<file path="src/rtl/vga_timing_pkg.sv">
// Package vga_timing_pkg
// Default 640x480 raster timing and small helpers shared by the raster
// timing generator: line/frame totals and a sync-window compare.
// No ports.
package vga_timing_pkg;

   localparam int DEF_WIDTH  = 640;
   localparam int DEF_HEIGHT = 480;
   localparam int DEF_H_FP   = 16;
   localparam int DEF_H_SYNC = 96;
   localparam int DEF_H_BP   = 48;
   localparam int DEF_V_FP   = 10;
   localparam int DEF_V_SYNC = 2;
   localparam int DEF_V_BP   = 33;

   function automatic int h_total(input int width, input int fp, input int sync, input int bp);
      return width + fp + sync + bp;
   endfunction

   function automatic int v_total(input int height, input int fp, input int sync, input int bp);
      return height + fp + sync + bp;
   endfunction

   // True while lo <= cnt < lo+len; used for both sync pulses.
   function automatic logic in_window(input int cnt, input int lo, input int len);
      return (cnt >= lo) && (cnt < lo + len);
   endfunction

endpackage

</file>
<file path="src/rtl/vga_timing_gen_sig_delay.sv">
// sig_delay
// W-bit, N-stage shift register advancing on every clk, with a synchronous
// active-low clear that empties every stage. N=0 is a plain wire.
// Ports:
//   clk     in  1   clock
//   resetN  in  1   synchronous active-low clear
//   d       in  W   input bundle
//   q       out W   d delayed N clks
module sig_delay #(
   parameter int N = 1,
   parameter int W = 1
) (
   input  logic         clk,
   input  logic         resetN,
   input  logic [W-1:0] d,
   output logic [W-1:0] q
);

   generate
      if (N == 0) begin : g_pass
         logic unused_pass;
         assign unused_pass = clk ^ resetN;
         assign q = d;
      end else begin : g_sr
         logic [N-1:0][W-1:0] sr;
         always_ff @(posedge clk) begin
            if (!resetN) begin
               sr <= '0;
            end else begin
               sr[0] <= d;
               for (int i = 1; i < N; i++) sr[i] <= sr[i-1];
            end
         end
         assign q = sr[N-1];
      end
   endgenerate

endmodule

</file>
<file path="src/rtl/vga_timing_gen.sv">
// vga_timing_gen
// Raster timing source: scans an H_TOTAL x V_TOTAL raster and emits pixel
// coordinates, active-video, line/frame start markers and hsync/vsync, plus
// PIPE_DLY-delayed copies of sync/active for the pin side.
// Optional build macro PXL_CLK_DIV2_EN: pixel tick every other clk
// (first tick on the 2nd clk after reset release); otherwise every clk.
// Ports:
//   clk          in   clock
//   resetN       in   synchronous active-low reset
//   pxl_en       out  pixel tick, counters advance on clk edges where it is 1
//   pxl_x/pxl_y  out  column/row, saturating in blanking
//   active       out  inside the WIDTH x HEIGHT window
//   line_start   out  h_cnt==0
//   frame_start  out  h_cnt==0 && v_cnt==0
//   hsync/vsync  out  sync, asserted level SYNC_POL
//   hsync_d/vsync_d/active_d out  same, delayed PIPE_DLY clks
module vga_timing_gen
   import vga_timing_pkg::*;
#(
   parameter int WIDTH    = DEF_WIDTH,
   parameter int HEIGHT   = DEF_HEIGHT,
   parameter int H_FP     = DEF_H_FP,
   parameter int H_SYNC   = DEF_H_SYNC,
   parameter int H_BP     = DEF_H_BP,
   parameter int V_FP     = DEF_V_FP,
   parameter int V_SYNC   = DEF_V_SYNC,
   parameter int V_BP     = DEF_V_BP,
   parameter int SYNC_POL = 0,
   parameter int PIPE_DLY = 1
) (
   input  logic                      clk,
   input  logic                      resetN,
   output logic                      pxl_en,
   output logic [$clog2(WIDTH)-1:0]  pxl_x,
   output logic [$clog2(HEIGHT)-1:0] pxl_y,
   output logic                      active,
   output logic                      line_start,
   output logic                      frame_start,
   output logic                      hsync,
   output logic                      vsync,
   output logic                      hsync_d,
   output logic                      vsync_d,
   output logic                      active_d
);

   localparam int   HT  = h_total(WIDTH, H_FP, H_SYNC, H_BP);
   localparam int   VT  = v_total(HEIGHT, V_FP, V_SYNC, V_BP);
   localparam int   HW  = $clog2(HT);
   localparam int   VW  = $clog2(VT);
   localparam int   XW  = $clog2(WIDTH);
   localparam int   YW  = $clog2(HEIGHT);
   localparam logic POL = SYNC_POL[0];

   logic [HW-1:0] h_cnt, h_nxt;
   logic [VW-1:0] v_cnt, v_nxt;
   logic          h_wrap;
   // Sync kept active-high internally so the delay-line clear means "deasserted".
   logic          hs_act, vs_act, hs_d_act, vs_d_act;

`ifdef PXL_CLK_DIV2_EN
   logic div_tog;
   always_ff @(posedge clk) begin
      if (!resetN) div_tog <= 1'b0;
      else         div_tog <= ~div_tog;
   end
   assign pxl_en = div_tog;
`else
   assign pxl_en = 1'b1;
`endif

   always_comb begin
      h_wrap = (h_cnt == HW'(HT - 1));
      h_nxt  = h_wrap ? '0 : h_cnt + 1'b1;
      v_nxt  = v_cnt;
      if (h_wrap) v_nxt = (v_cnt == VW'(VT - 1)) ? '0 : v_cnt + 1'b1;
   end

   // Outputs are decoded from the next counter values so that they always
   // describe the (h_cnt, v_cnt) held in the same cycle.
   always_ff @(posedge clk) begin
      if (!resetN) begin
         h_cnt       <= '0;
         v_cnt       <= '0;
         pxl_x       <= '0;
         pxl_y       <= '0;
         active      <= 1'b1;
         line_start  <= 1'b1;
         frame_start <= 1'b1;
         hs_act      <= 1'b0;
         vs_act      <= 1'b0;
      end else if (pxl_en) begin
         h_cnt       <= h_nxt;
         v_cnt       <= v_nxt;
         pxl_x       <= (h_nxt >= HW'(WIDTH))  ? XW'(WIDTH - 1)  : h_nxt[XW-1:0];
         pxl_y       <= (v_nxt >= VW'(HEIGHT)) ? YW'(HEIGHT - 1) : v_nxt[YW-1:0];
         active      <= (h_nxt < HW'(WIDTH)) && (v_nxt < VW'(HEIGHT));
         line_start  <= (h_nxt == '0);
         frame_start <= (h_nxt == '0) && (v_nxt == '0);
         hs_act      <= in_window(int'(h_nxt), WIDTH + H_FP, H_SYNC);
         vs_act      <= in_window(int'(v_nxt), HEIGHT + V_FP, V_SYNC);
      end
   end

   sig_delay #(.N(PIPE_DLY), .W(3)) u_dly (
      .clk    (clk),
      .resetN (resetN),
      .d      ({hs_act, vs_act, active}),
      .q      ({hs_d_act, vs_d_act, active_d})
   );

   assign hsync   = ~(hs_act ^ POL);
   assign vsync   = ~(vs_act ^ POL);
   assign hsync_d = ~(hs_d_act ^ POL);
   assign vsync_d = ~(vs_d_act ^ POL);

endmodule

</file>
<file path="config.mk">
export PLATFORM = sky130hd
export DESIGN_NAME = vga_timing_gen
export DESIGN_NICKNAME = d
export VERILOG_FILES = /design/src/rtl/vga_timing_pkg.sv /design/src/rtl/vga_timing_gen_sig_delay.sv /design/src/rtl/vga_timing_gen.sv
export SDC_FILE = /design/constraint.sdc
export NUM_CORES = 1
export LEC_CHECK = 0
export CORE_ASPECT_RATIO = 0.9
export CORE_MARGIN = 3
export CORE_UTILIZATION = 54
export DETAILED_ROUTE_END_ITERATION = 10
export PLACE_DENSITY = 0.79
export SLEW_MARGIN = 25
export SYNTH_ARGS = -nofsm -noshare
export SYNTH_HDL_FRONTEND = slang
export SYNTH_SLANG_ARGS = --single-unit
export TNS_END_PERCENT = 5
</file>
<file path="constraint.sdc">
create_clock -name clk -period 2.96 [get_ports clk]
set_input_delay 0.592 -clock clk [delete_from_list [all_inputs] [get_ports clk]]
set_output_delay 0.592 -clock clk [all_outputs]
set_load 0.005 [all_outputs]
</file>
# Yosys cells after proc, flatten, opt, wreduce, memory -nomap -nowiden

Index checks and enable logic that the tools add are counted.

Add/sub/neg operators: 2
Magnitude comparators: 8
Eq/ne operators: 2
Multiplexer cells: 5
Bitwise operators: 5
Reductions and logical operators: 8

Operator list:

| kind                  | count |
|---|---|
| $mux 10               | 4 |
| $add 10x1->10 const B | 2 |
| $eq 10x10->1 const B  | 2 |
| $ge 10x10->1 const B  | 2 |
| $ge 10x9->1 const B   | 2 |
| $logic_not 10->1      | 2 |
| $lt 10x10->1 const B  | 2 |
| $lt 10x9->1 const B   | 2 |
| $mux 9                | 1 |
| $not 1->1             | 5 |
| $logic_and 1x1->1     | 4 |
| $reduce_or 2->1       | 2 |

Register bits: 47
Input bits: 2
Logic and storage cells: 42

# Logic depth before layout (Yosys ltp)

Gate-level depths: netlist of run 1.

Depth in word-level cells: 5
Mapped depth: 10
Mapped depth without buffers: 7

# Cells and area by module

Synthesis of run 1 repeated with hierarchy kept, for this count alone.

Cells, all modules: 246
Area, all modules: 2159.6 um^2

By module, submodules not included:

| module         | instances | cells each | area an instance (um^2) | sequential area each (um^2) |
|---|---|---|---|---|
| vga_timing_gen | 1         | 240        | 2080.7                  | 880.8 |
| sig_delay      | 1         | 6          | 78.8                    | 60.1 |

# Worst setup path before layout of run 1

No wires, ideal clock.

Path kind: reg-to-reg
Start: register h_cnt[0]
End: register frame_start
Arrival: 2.101 ns
Data required time: 2.864 ns
Slack: 0.764 ns
Stages on the path, launching flop included: 9
Period minus slack after synthesis: 2.196 ns
Path through: dfxtp_1 ha_1 and4_1 buf_2 and3_1 buf_4 nor2_1 or4_4 o41ai_2

Longest elaborated chain between the ends: 4
Elaborated cells on any way between the ends: 7
Those cells by class: 1 x add/sub; 1 x eq/ne; 2 x mux; 3 x reduce/logical

Ends and longest elaborated chain:

| item                                                 | line                                       | text |
|---|---|---|
| start, declared                                      | vga_timing_gen.sv:54                       | `logic [HW-1:0] h_cnt, h_nxt;` |
| start signal, assigned                               | vga_timing_gen.sv:92                       | `h_cnt <= h_nxt;` |
| $add 10x1->10 / $eq 10x10->1 (equally long branches) | vga_timing_gen.sv:73, vga_timing_gen.sv:72 |  |
| $mux 10 (on tied branches)                           | vga_timing_gen.sv:73, vga_timing_gen.sv:75 |  |
| $logic_not 10->1                                     | vga_timing_gen.sv:98                       | `frame_start <= (h_nxt == '0) && (v_nxt == '0);` |
| $logic_and 1x1->1 (*)                                | vga_timing_gen.sv:98                       |  |
| end signal, assigned                                 | vga_timing_gen.sv:98                       |  |
| end, declared                                        | vga_timing_gen.sv:38                       | `output logic frame_start,` |

Every way passes the cells marked *; elsewhere a longest branch is shown, timed or not.
A chain may end at the register's enable or synchronous reset.

# Final worst setup path of run 1

Ends and elaborated chain as after synthesis.

==> flow_metrics.tcl, run 1 <==
set metrics [dict create \
    postCtsResizedCells 0 \
    period_needed_ps 2490 \
    worst_clock_skew_ps 5.45 \
    synth_top_family_by_area "simple AND/OR/NAND/NOR gates" \
    ys_types 53 \
    grt_usage_pct 20.3 \
    syn_area_um2 2140 \
    timing.fmax_mhz 402 \
    finalMaxSlewViolations 0 \
    dp_hpwl_um 3190 \
    cts_setup_buffers 0 \
    cts.path.max_buffers 2 \
    crit_required_ps 3150 \
    avgSynthCellArea_um2 8.90 \
    antenna_found_initial 0 \
    drc 0 \
    synth-seq-area-share_pct 44.0 \
    synth_edf_count 0 \
    tritoncts "yes" \
    critPathKind "flop to flop" \
    muxShareOfSynthArea_pct 0.937 \
    coreArea_um2 3760 \
    place_congestion 0.963 \
    slew_headroom_pct 59.3 \
    final_util_pct 67.2 \
    die_width_um 72.3 \
    start_kind "flop" \
    diodes 0 \
    fin_tns_setup_ps 0 \
    grt.overflow.total 0 \
    min_period_over_period_pct 84.1 \
    ios 30 \
    htree_levels 2 \
    grt_pass1_vias 1595 \
    antenna_left 0 \
    status "finished clean" \
    vias 1746 \
    end_kind "flop" \
    vias_per_cell 5.63 \
    synthesis.nets 246 \
    nets 269 \
    dr.pass1.iters 5 \
    syn_to_final_growth_pct 18.1 \
    synthSimpleGateAreaFrac_pct 26.5 \
    rows 21 \
    clock_sinks 47 \
    ys_ff_latch 47 \
    seq_area_um2 941 \
    rsz0062_at_grt "no" \
    detail_route.wirelength_um 4440 \
    min_path_type "flop to flop" \
    drv_cap 0 \
    clk_pin_slew_ps 80 \
    cts_hold_buf 0 \
    power.total_w 0.00112 \
    syn-instance-count 240 \
    cts_inserted_buffers 5 \
    critical_path.max_fanout 14 \
    fill_cells 314 \
    power.leakage_nw 0.970 \
    initial_core_util_pct 56.9 \
    routedWlPerCell_um 14.3 \
    numPortBuffers 28 \
    clk_latency_ps 290 \
    multi_input_area_um2 1080 \
    async_flop_share_pct 0 \
    synthXorXnorAreaFrac_pct 4.92 \
    synthAdderAreaFrac_pct 2.34 \
    die_area_um2 4750 \
    synth_compound_area_share_pct 15.6 \
    synthFlopType "dfxtp_1" \
    drive_gt1_share_pct 10.2 \
    cellPowerDensity_nw_per_um2 442 \
    die_h_um 65.7 \
    cts-root-buf "clkbuf_8" \
    grt_max_degree 20 \
    yosys_warnings 0 \
    drt_iter0_drc 192 \
    finalHoldViolations 0 \
    tightestPinTransition_ps 606 \
    grt_pass1_wl_um 7600 \
    final-setup-viol-count 0 \
    arrival_ps 2680 \
    ir_drop_v 0.000432 \
]
## final cells by class
type                    count  area share [%]
flip-flops and latches     47            37.3
multi-input cells         166            42.7
clock buffers               8            3.97
repair buffers             31            12.0
inverters                  12            1.78
well taps                  46            2.28
## logic make-up (layout without fill, tap and decap cells)
logic type / count (synthesis) / after routing
buffers and inverters: 27 / 51
adder cells (fa/ha/maj): 4 / 4
multiplexers: 2 / 2
flip-flops: 47 / 47
AND/OR/NAND/NOR: 100 / 100
XOR/XNOR: 12 / 12
AO/OA/AOI/OAI: 47 / 47
other: 1 / 1
## state kept, by name (all words and copies together), names as in the netlist, 3 cells and up
| name | count |
|---|---|
| h_cnt | 10 |
| pxl_x | 10 |
| v_cnt | 10 |
| pxl_y | 9 |
| u_dly.q | 3 |
## stage by stage
step / instance area (µm²) / instances / hold slack [ps] / setup WS (ps)
after global placement: 2420 / 302 / 420 / 604
final: 2520 / 310 / 430 / 472
after global routing: 2520 / 310 / 478 / 264
after detailed placement: 2420 / 302 / 421 / 528
after floorplan: 2140 / 240 / 438 / 764
after CTS: 2520 / 310 / 432 / 483
## path summary, 6_finish.rpt
kind,from,endpoint,slack [ps],cells after the start
max,h_cnt[0],frame_start,470,7
min reg2reg,vs_act,u_dly.q[1],430,2
min,vs_act,u_dly.q[1],430,2
max reg2reg,h_cnt[0],frame_start,470,7
## routing by layer
metal / up-vias / track usage [%] / wire (µm)
li1: 877 / - / -
met1: 794 / 29.4 / 2190
met2: 66 / 29.3 / 1870
met3: 9 / 5.66 / 319
met4: 0 / 5.63 / 57
met5: - / 0 / 0
## cells in the mapped netlist (3+ instances only)
cell,count,area share (%)
xnor2_1,6,2.5
nand2_1,25,4.4
a21oi_1,9,2.1
o21ai_0,14,3.3
inv_1,12,2.1
nand3_1,10,2.3
and2_1,7,2.0
nor3_1,5,1.2
xor2_1,6,2.5
ha_1,4,2.3
nor4_2,3,1.8
clkbuf_1,9,1.6
dfxtp_1,47,44
nand4_1,8,2.3
nor2_1,22,3.9
o21a_1,4,1.4
and3_1,3,0.88
## worst max-delay path: stages (launching register included)
cell	delay (ps)
dfxtp_1	410
ha_1	250
and4_1	310
and3_1	230
buf_4	210
o2111ai_1	150
or4_4	510
o41ai_2	320
## report_power, final
part	switching, W	total [W]	internal, W
clock	0.000196	0.000409	0.000213
sequential	0.00000980	0.000654	0.000644
combinational	0.0000263	0.0000523	0.0000260
total	0.000232	0.00112	0.000883
## cells in the final DEF, fill, tap and decap left out, types with 3 or more instances in the layout
cell type / netlist / layout
dfxtp_1: 47 / 47
clkdlybuf4s50_1: 0 / 28
nand2_1: 25 / 25
nor2_1: 22 / 22
o21ai_0: 14 / 14
inv_1: 12 / 12
nand3_1: 10 / 10
a21oi_1: 9 / 9
nand4_1: 8 / 8
and2_1: 7 / 7
clkbuf_8: 0 / 7
xor2_1: 6 / 6
xnor2_1: 6 / 6
nor3_1: 5 / 5
o21a_1: 4 / 4
ha_1: 4 / 4
and3_1: 3 / 3
nor4_2: 3 / 3
buf_4: 2 / 3
Power figures use the tool's default switching activity.
==> run 2: changes to the inputs <==
- clock period: 2.96 -> 2.51 ns (I/O delays scaled with it)
==> run 2 against run 1 <==
Cell count up 1.6%. Combinational power up 16%. Clock-buffer cell count down 3. Register-to-register slack worse by 370 ps. Hold slack better by 3.5 ps. Die area unchanged. Clock power up 5.4%. Global-route usage down 0.50 points. Flip-flop and latch count unchanged. Largest power group unchanged.
==> flow_metrics.tcl, run 2 (synthesis gave the netlist of run 1 again) <==
set metrics [dict create \
    dr.pass1.iters 4 \
    worstSetupStartpoint "h_cnt[0]" \
    die_area_um2 4750 \
    power.total_w 0.00126 \
    antenna_left 0 \
    wl_met1_um 2320 \
    seq_area_um2 941 \
    dpl_worst_slack_ps 51.6 \
    power.leakage_nw 0.991 \
    top_regs "h_cnt (10), pxl_x (10), v_cnt (10)" \
    place_congestion 0.954 \
    clk_pin_slew_ps 80 \
    end_kind "flop" \
    r2r-start "h_cnt[0]" \
    rows 21 \
    grt_pass1_vias 1520 \
    drive_gt1_share_pct 13.4 \
    nets 274 \
    numPortBuffers 28 \
    vias_per_cell 5.54 \
    finalMaxSlewViolations 0 \
    fill_cells 312 \
    cts.path.max_buffers 2 \
    status "finished clean" \
    grt_pass1_wl_um 7340 \
    clk_latency_ps 290 \
    top_layer "met4" \
    grt_usage_pct 19.8 \
    multi_input_area_um2 1090 \
    drv_cap 0 \
    final-setup-viol-count 0 \
    cts_inserted_buffers 5 \
    syn_to_final_growth_pct 19.6 \
    setup_ws_ps 98.7 \
    dp_hpwl_um 3110 \
    antenna_found_initial 0 \
    rr_worst_depth 6 \
    htree_levels 2 \
    min_path_cells 2 \
    dr_wl_met2_um 1790 \
    min_period_over_period_pct 96.1 \
    final_util_pct 68.0 \
    critical_path.max_fanout 6 \
    vias 1745 \
    start_kind "flop" \
    die_h_um 65.7 \
    clock_sinks 47 \
    routedWlPerCell_um 14.0 \
    dp.cells 305 \
    finalHoldViolations 0 \
    grt.overflow.total 0 \
    met3_length_um 216 \
    coreArea_um2 3760 \
    drt_iter0_drc 138 \
    final_cell_mix "47 x dfxtp_1, 28 x clkdlybuf4s50_1, 25 x nand2_1, 22 x nor2_1, 14 x o21ai_0" \
    detail_route.wirelength_um 4400 \
    period_needed_ps 2410 \
    endpoint "frame_start" \
    ir_drop_v 0.000424 \
    cts-root-buf "clkbuf_8" \
    timing.fmax_mhz 415 \
    r2r_slack_ps 100 \
    final_cells 315 \
    arrival_ps 2590 \
    min_path_type "flop to flop" \
    critPathKind "flop to flop" \
    grt_max_degree 20 \
    ios 30 \
    worst_clock_skew_ps 5.99 \
    drc 0 \
    final_common_cell "dfxtp_1" \
    diodes 0 \
    initial_core_util_pct 56.9 \
    cts_hold_buf 0 \
    reg2reg_to "frame_start" \
    die_width_um 72.3 \
    crit_required_ps 2690 \
    cellPowerDensity_nw_per_um2 494 \
    tritoncts "yes" \
]
## run 2: layout make-up
| cell class | count | share of cell area, % |
|---|---|---|
| clock buffers | 5 | 2.69 |
| repair buffers | 36 | 13.3 |
| inverters | 12 | 1.76 |
| flip-flops and latches | 47 | 36.8 |
| clock inverters | 3 | 0.588 |
| well taps | 46 | 2.25 |
| multi-input cells | 166 | 42.6 |
## run 2: worst min path at each step
| stage | from | to | slack [ps] |
|---|---|---|---|
| 4_1_cts | vs_act | u_dly.q[1] | 440 |
| 3_5_place_dp | vs_act | u_dly.q[1] | 420 |
| 6_report | vs_act | u_dly.q[1] | 430 |
| 3_3_place_gp | vs_act | u_dly.q[1] | 420 |
| 5_1_grt | vs_act | u_dly.q[1] | 480 |
| 2_1_floorplan | vs_act | u_dly.q[1] | 440 |
## run 2: repair_timing
item	4_1_cts	5_1_grt
buffers inserted	0	2
gates resized for setup	0	3
endpoints found under the hold margin	0	0
endpoints found under the setup margin	0	6
## run 2: per-stage QoR
step / cell area, µm² / hold WS (ps) / TNS (ps)
2_1_floorplan: 2140 / 438 / 0
3_3_place_gp: 2450 / 420 / 0
3_5_place_dp: 2450 / 424 / 0
4_1_cts: 2530 / 437 / 0
5_1_grt: 2550 / 478 / -18.1
6_report: 2550 / 434 / 0
## run 2: routing by layer
layer  track usage (%)  vias up
met5                 0        -
met4              6.10        0
met3              4.59        6
met2              27.2       49
met1              30.2      802
li1                  -      888
## run 2: where the power goes
group / leakage, nW / switching [W] / internal, W
Combinational: 0.562 / 0.0000305 / 0.0000304
Sequential: 0.381 / 0.0000117 / 0.000759
Clock: 0.0477 / 0.000240 / 0.000191
Total: 0.991 / 0.000282 / 0.000980
## run 2: critical path, cell delays in order (launching register included)
cell,delay [ps]
dfxtp_1,420
ha_1,250
and4_2,310
and3_2,260
o2111ai_1,140
or4_4,520
o41ai_2,380
